--- src/rtl/debounce_sync_if.sv ---
// Bundle of the conditioned-input signals between a stimulus source and debounce_sync.
// The raw input and enable flow in; the debounced level and its edge strobes flow out.
interface debounce_sync_if;
    logic i_din;
    logic i_en;
    logic o_dout;
    logic o_rise;
    logic o_fall;

    modport master (
        output i_din,
        output i_en,
        input  o_dout,
        input  o_rise,
        input  o_fall
    );

    modport slave (
        input  i_din,
        input  i_en,
        output o_dout,
        output o_rise,
        output o_fall
    );
endinterface

--- src/rtl/debounce_sync.sv ---
// Synchronises an asynchronous, bouncing input, filters it with a stability counter
// and emits a clean registered level plus one-cycle rise/fall strobes.
module debounce_sync #(
    parameter int SYNC_STAGES   = 2,
    parameter int STABLE_CYCLES = 4
) (
    input  logic            i_clk,
    input  logic            i_rst,
    debounce_sync_if.slave  bus
);
    localparam int CNT_WIDTH = $clog2(STABLE_CYCLES) + 32'sd1;
    localparam logic [CNT_WIDTH-1:0] CNT_LAST = CNT_WIDTH'(STABLE_CYCLES - 32'sd1);
    localparam logic [CNT_WIDTH-1:0] CNT_ONE  = CNT_WIDTH'(32'sd1);
    localparam logic [CNT_WIDTH-1:0] CNT_ZERO = {CNT_WIDTH{1'b0}};
    localparam logic SINGLE_CYCLE = (STABLE_CYCLES == 32'sd1);

    localparam logic [1:0] ST_LOW     = 2'd0;
    localparam logic [1:0] ST_RISING  = 2'd1;
    localparam logic [1:0] ST_HIGH    = 2'd2;
    localparam logic [1:0] ST_FALLING = 2'd3;

    logic [SYNC_STAGES-1:0] r_sync;
    logic                   w_s;
    logic [1:0]             r_state;
    logic [1:0]             w_state_nxt;
    logic [CNT_WIDTH-1:0]   r_cnt;
    logic [CNT_WIDTH-1:0]   w_cnt_nxt;
    logic                   w_rise_nxt;
    logic                   w_fall_nxt;
    logic                   r_dout;
    logic                   r_rise;
    logic                   r_fall;

    // Synchroniser chain: shifts every cycle, independent of the enable.
    always_ff @(posedge i_clk) begin
        if (i_rst) begin
            r_sync <= {SYNC_STAGES{1'b0}};
        end else begin
            r_sync <= {r_sync[SYNC_STAGES-2:0], bus.i_din};
        end
    end

    assign w_s = r_sync[SYNC_STAGES-1];

    // Filter next-state: a reverting input on the final count still rejects the change.
    always_comb begin
        w_state_nxt = r_state;
        w_cnt_nxt   = r_cnt;
        w_rise_nxt  = 1'b0;
        w_fall_nxt  = 1'b0;
        if (bus.i_en) begin
            case (r_state)
                ST_LOW: begin
                    if (w_s && SINGLE_CYCLE) begin
                        w_state_nxt = ST_HIGH;
                        w_rise_nxt  = 1'b1;
                    end else if (w_s) begin
                        w_state_nxt = ST_RISING;
                        w_cnt_nxt   = CNT_ONE;
                    end else begin
                        w_state_nxt = ST_LOW;
                    end
                end
                ST_RISING: begin
                    if (!w_s) begin
                        w_state_nxt = ST_LOW;
                        w_cnt_nxt   = CNT_ZERO;
                    end else if (r_cnt == CNT_LAST) begin
                        w_state_nxt = ST_HIGH;
                        w_cnt_nxt   = CNT_ZERO;
                        w_rise_nxt  = 1'b1;
                    end else begin
                        w_cnt_nxt   = r_cnt + CNT_ONE;
                    end
                end
                ST_HIGH: begin
                    if (!w_s && SINGLE_CYCLE) begin
                        w_state_nxt = ST_LOW;
                        w_fall_nxt  = 1'b1;
                    end else if (!w_s) begin
                        w_state_nxt = ST_FALLING;
                        w_cnt_nxt   = CNT_ONE;
                    end else begin
                        w_state_nxt = ST_HIGH;
                    end
                end
                ST_FALLING: begin
                    if (w_s) begin
                        w_state_nxt = ST_HIGH;
                        w_cnt_nxt   = CNT_ZERO;
                    end else if (r_cnt == CNT_LAST) begin
                        w_state_nxt = ST_LOW;
                        w_cnt_nxt   = CNT_ZERO;
                        w_fall_nxt  = 1'b1;
                    end else begin
                        w_cnt_nxt   = r_cnt + CNT_ONE;
                    end
                end
                default: begin
                    w_state_nxt = ST_LOW;
                    w_cnt_nxt   = CNT_ZERO;
                end
            endcase
        end else begin
            w_state_nxt = r_state;
            w_cnt_nxt   = r_cnt;
        end
    end

    // Filter state and registered outputs; dout is high in ST_HIGH and ST_FALLING.
    always_ff @(posedge i_clk) begin
        if (i_rst) begin
            r_state <= ST_LOW;
            r_cnt   <= CNT_ZERO;
            r_dout  <= 1'b0;
            r_rise  <= 1'b0;
            r_fall  <= 1'b0;
        end else begin
            r_state <= w_state_nxt;
            r_cnt   <= w_cnt_nxt;
            r_dout  <= w_state_nxt[1];
            r_rise  <= w_rise_nxt;
            r_fall  <= w_fall_nxt;
        end
    end

    assign bus.o_dout = r_dout;
    assign bus.o_rise = r_rise;
    assign bus.o_fall = r_fall;
endmodule

--- src/flat_wrapper.sv ---
// flat-port wrapper written by rule: the top's interface ports become plain ports
module debounce_sync_flat 
#(
    parameter int SYNC_STAGES   = 2,
    parameter int STABLE_CYCLES = 4
)
  (i_clk, i_rst, bus_i_din, bus_i_en, bus_o_dout, bus_o_rise, bus_o_fall);
  debounce_sync_if bus_i ();
  input  logic i_clk;
  input  logic i_rst;
  input wire logic [$bits(bus_i.i_din)-1:0] bus_i_din;
  input wire logic [$bits(bus_i.i_en)-1:0] bus_i_en;
  output wire logic [$bits(bus_i.o_dout)-1:0] bus_o_dout;
  output wire logic [$bits(bus_i.o_rise)-1:0] bus_o_rise;
  output wire logic [$bits(bus_i.o_fall)-1:0] bus_o_fall;
  assign bus_i.i_din = bus_i_din;
  assign bus_i.i_en = bus_i_en;
  assign bus_o_dout = bus_i.o_dout;
  assign bus_o_rise = bus_i.o_rise;
  assign bus_o_fall = bus_i.o_fall;
  debounce_sync #(.SYNC_STAGES(SYNC_STAGES), .STABLE_CYCLES(STABLE_CYCLES)) u_core (.i_clk(i_clk), .i_rst(i_rst), .bus(bus_i));
endmodule
--- config.mk ---
export PLATFORM = sky130hd
export DESIGN_NAME = debounce_sync_flat
export DESIGN_NICKNAME = d
export VERILOG_FILES = /design/src/rtl/debounce_sync_if.sv /design/src/rtl/debounce_sync.sv /design/src/flat_wrapper.sv
export SDC_FILE = /design/constraint.sdc
export NUM_CORES = 1
export LEC_CHECK = 0
export CAP_MARGIN = 20
export CELL_PAD_IN_SITES_DETAIL_PLACEMENT = 0
export CELL_PAD_IN_SITES_GLOBAL_PLACEMENT = 1
export CORE_AREA = 4 4 41 43
export DETAILED_ROUTE_END_ITERATION = 10
export DIE_AREA = 0 0 45 47
export PLACE_DENSITY = 0.69
export SLEW_MARGIN = 20
export SYNTH_ARGS = -nofsm -noshare
export SYNTH_HDL_FRONTEND = slang
export SYNTH_SLANG_ARGS = --single-unit
--- constraint.sdc ---
create_clock -name i_clk -period 2.8 [get_ports i_clk]
set_clock_uncertainty 0.2 [all_clocks]
set_input_delay 0.42 -clock i_clk [delete_from_list [all_inputs] [get_ports i_clk]]
set_output_delay 0.42 -clock i_clk [all_outputs]
set_load 0.01 [all_outputs]
==> results.cfg <==
[cts]
cts_buffers = 3
holdBufCountCts = 0
cts_root_buffer = clkbuf_4
cts_tree = yes
cts.sinks = 9
cts.reportedPaths.clkPinSlew_ns = 0.06
htree_levels = 1
ctsLongestPathBuffers = 2
clock_latency_ns = 0.26
cts-resized-gates = 0
cts_setup_buffers = 0

[setup_path]
crit_arrival_ns = 1.26
critical_path_required_ns = 2.18
cp_slowest_cell = clkdlybuf4s50_1
critPathKind = reg -> out
critPathBufInv = 1
r2r-start = u_core.r_cnt[0]
end_kind = output pin
crit_fanout = 5
reg2reg_depth = 4
r2r_end = u_core.r_cnt[1]
cp-start-kind = flop
cp_slowest_stage_delay_ns = 0.58
endpoint = bus_o_dout
path_cells = clkdlybuf4s50_1
rrSetupSlack_ns = 1.45
crit_cells = 1
critPathTopFamily = buffers and inverters

[power]
p_per_area_mw_per_mm2 = 517.7
switchingPower_w = 0.00004951
combinationalPowerShare_pct = 5.1
internal_power_w = 0.0001921
peakVddDrop_mv = 0.2318
seq_power_share_pct = 54.7
total_leakage_power_nw = 0.1837
p_sw_share_pct = 20.49
power_frac_clock_pct = 40.3
power_w = 0.0002416

[place]
place_hpwl_um = 457.3
place_congestion = 0.6947
numPortBuffers = 6
dp_cells = 54
place_area_um2 = 440.4

[detailed_routing]
wl_um = 587
vias = 281
drc = 0
vias_per_cell = 4.845
drtIter0Drc = 5
routedWlPerCell_um = 10.12
drt-pass1-iter-count = 3
ant_nets = 0

[synthesis]
synth.cell_area_um2 = 365.4
synthXorXnorAreaFrac_pct = 4.452
synth_top_family_by_area = simple AND/OR/NAND/NOR gates
ys_ff_latch = 9
yosys.area_share.simple_pct = 28.08
synth_nets = 39
synthAdderAreaFrac_pct = 3.425
ys_warn_count = 0
avgSynthCellArea_um2 = 10.75
yosysSeqAreaShare_pct = 49.32
synthCells = 34
synth.area.mux_share_pct = 5.479
synth_compound_area_share_pct = 7.192
synth_cell_types = 17

[timing]
worst_pin_slew_ns = 0.3353
tns_ns = 0
hold_slack_ns = 0.2510
hold_viol = 0
fmax_mhz = 530.8
rsz0062_at_grt = no
finalCritPeriodShare_pct = 67.28
finalCriticalPeriod_ns = 1.884
setup_viol = 0
report.final.slew_viol_count = 0
relSlewSlack_pct = 77.58

[grt]
grt-ovfl-total = 0
grt_antenna_before_repair = 0
grt_pass1_vias = 278
grt_pass1_wl_mm = 1.048
grt_start_max_net_pins = 11
track_usage_pct = 7.686

[min_path]
min_path_cells = 1
hold_path_class = reg -> reg

[layout]
n_antenna_cell = 0
layout_commonest_cell = dfxtp_1
areaGrowthSynthToFinish_pct = 27.74
fin_cells = 58
nets = 49
fin_area_um2 = 466.7
mostFrequentLayoutCells = dfxtp_1 (9), clkdlybuf4s50_1 (6), nor4b_1 (3), nor2b_1 (3), clkbuf_4 (3)
drive_gt1_share_pct = 11.63

[run]
maxCapViolations = 0

[outcome]
outcome = finished clean

[floorplan]
die_w_um = 45
initial_utilization_pct = 28.08
io_pins = 7
row_count = 13
core-area_mm2 = 0.001301
die_area_mm2 = 0.002115
fp.dieH_um = 47
==> worst min-delay path by stage <==
stage / start / end / slack [ns]
after CTS: u_core.r_sync[0] / u_core.r_sync[1] / 0.26
after global routing: u_core.r_sync[0] / u_core.r_sync[1] / 0.27
after detailed placement: u_core.r_sync[0] / u_core.r_sync[1] / 0.24
after global placement: u_core.r_sync[0] / u_core.r_sync[1] / 0.24
final: u_core.r_sync[0] / u_core.r_sync[1] / 0.25
after floorplan: u_core.r_sync[0] / u_core.r_sync[1] / 0.21
==> power groups by stage <==
stage / Sequential [W] / Clock (W) / Combinational (W)
global route: 0.000132 / 0.000113 / 0.0000135
CTS: 0.000132 / 0.000104 / 0.0000124
floorplan: 0.000134 / 0 / 0.00000667
detailed placement: 0.000135 / 0 / 0.0000124
global placement: 0.000135 / 0 / 0.0000121
finish: 0.000132 / 0.0000973 / 0.0000122
==> cell type report <==
type | instances | area, um2
Tap cell | 15 | 18.77
Timing Repair Buffer | 6 | 60.06
Multi-Input combinational cell | 23 | 177.7
Fill cell | 151 | 834.6
Inverter | 1 | 3.754
Clock buffer | 4 | 26.28
Sequential cell | 9 | 180.2
==> layer usage <==
| metal | share of wire (%) | vias to the layer above | track usage (%) |
|---|---|---|---|
| li1 | - | 137 | - |
| met1 | 43 | 134 | 6.881 |
| met2 | 48 | 7 | 12.15 |
| met3 | 5.3 | 3 | 3.448 |
| met4 | 3.9 | 0 | 8.772 |
| met5 | 0 | - | 0 |
==> per-stage QoR <==
stage | setup WS [ns] | util, %
global placement | 1.009 | 33.85
finish | 0.9162 | 35.87
detailed placement | 0.9506 | 33.85
CTS | 0.9014 | 35.87
floorplan | 1.514 | -
global route | 0.8351 | 35.87
==> cells in the mapped netlist <==
master     number  area share [%]
nand2_1         2             2.1
xor2_2          1             4.5
inv_1           1             1.0
nand4b_1        1             2.4
nor4b_1         3             7.2
dfxtp_1         9              49
nor2_1          1             1.0
ha_1            1             3.4
o2bb2ai_1       1             2.4
o21a_1          1             2.1
a21oi_1         2             2.7
mux2i_1         2             5.5
nor2b_1         3             5.1
nor3_2          1             2.7
nand2b_1        2             3.4
clkbuf_1        1             1.0
nand3b_1        2             4.1
==> cell families after synthesis <==
kind of cell	count (synthesis)
buf+inv	2
xor+xnor	1
mux	2
flops	9
fa+ha+maj	1
simple gates	15
compound gates	4
No activity file was read; power rests on OpenSTA's default activity.
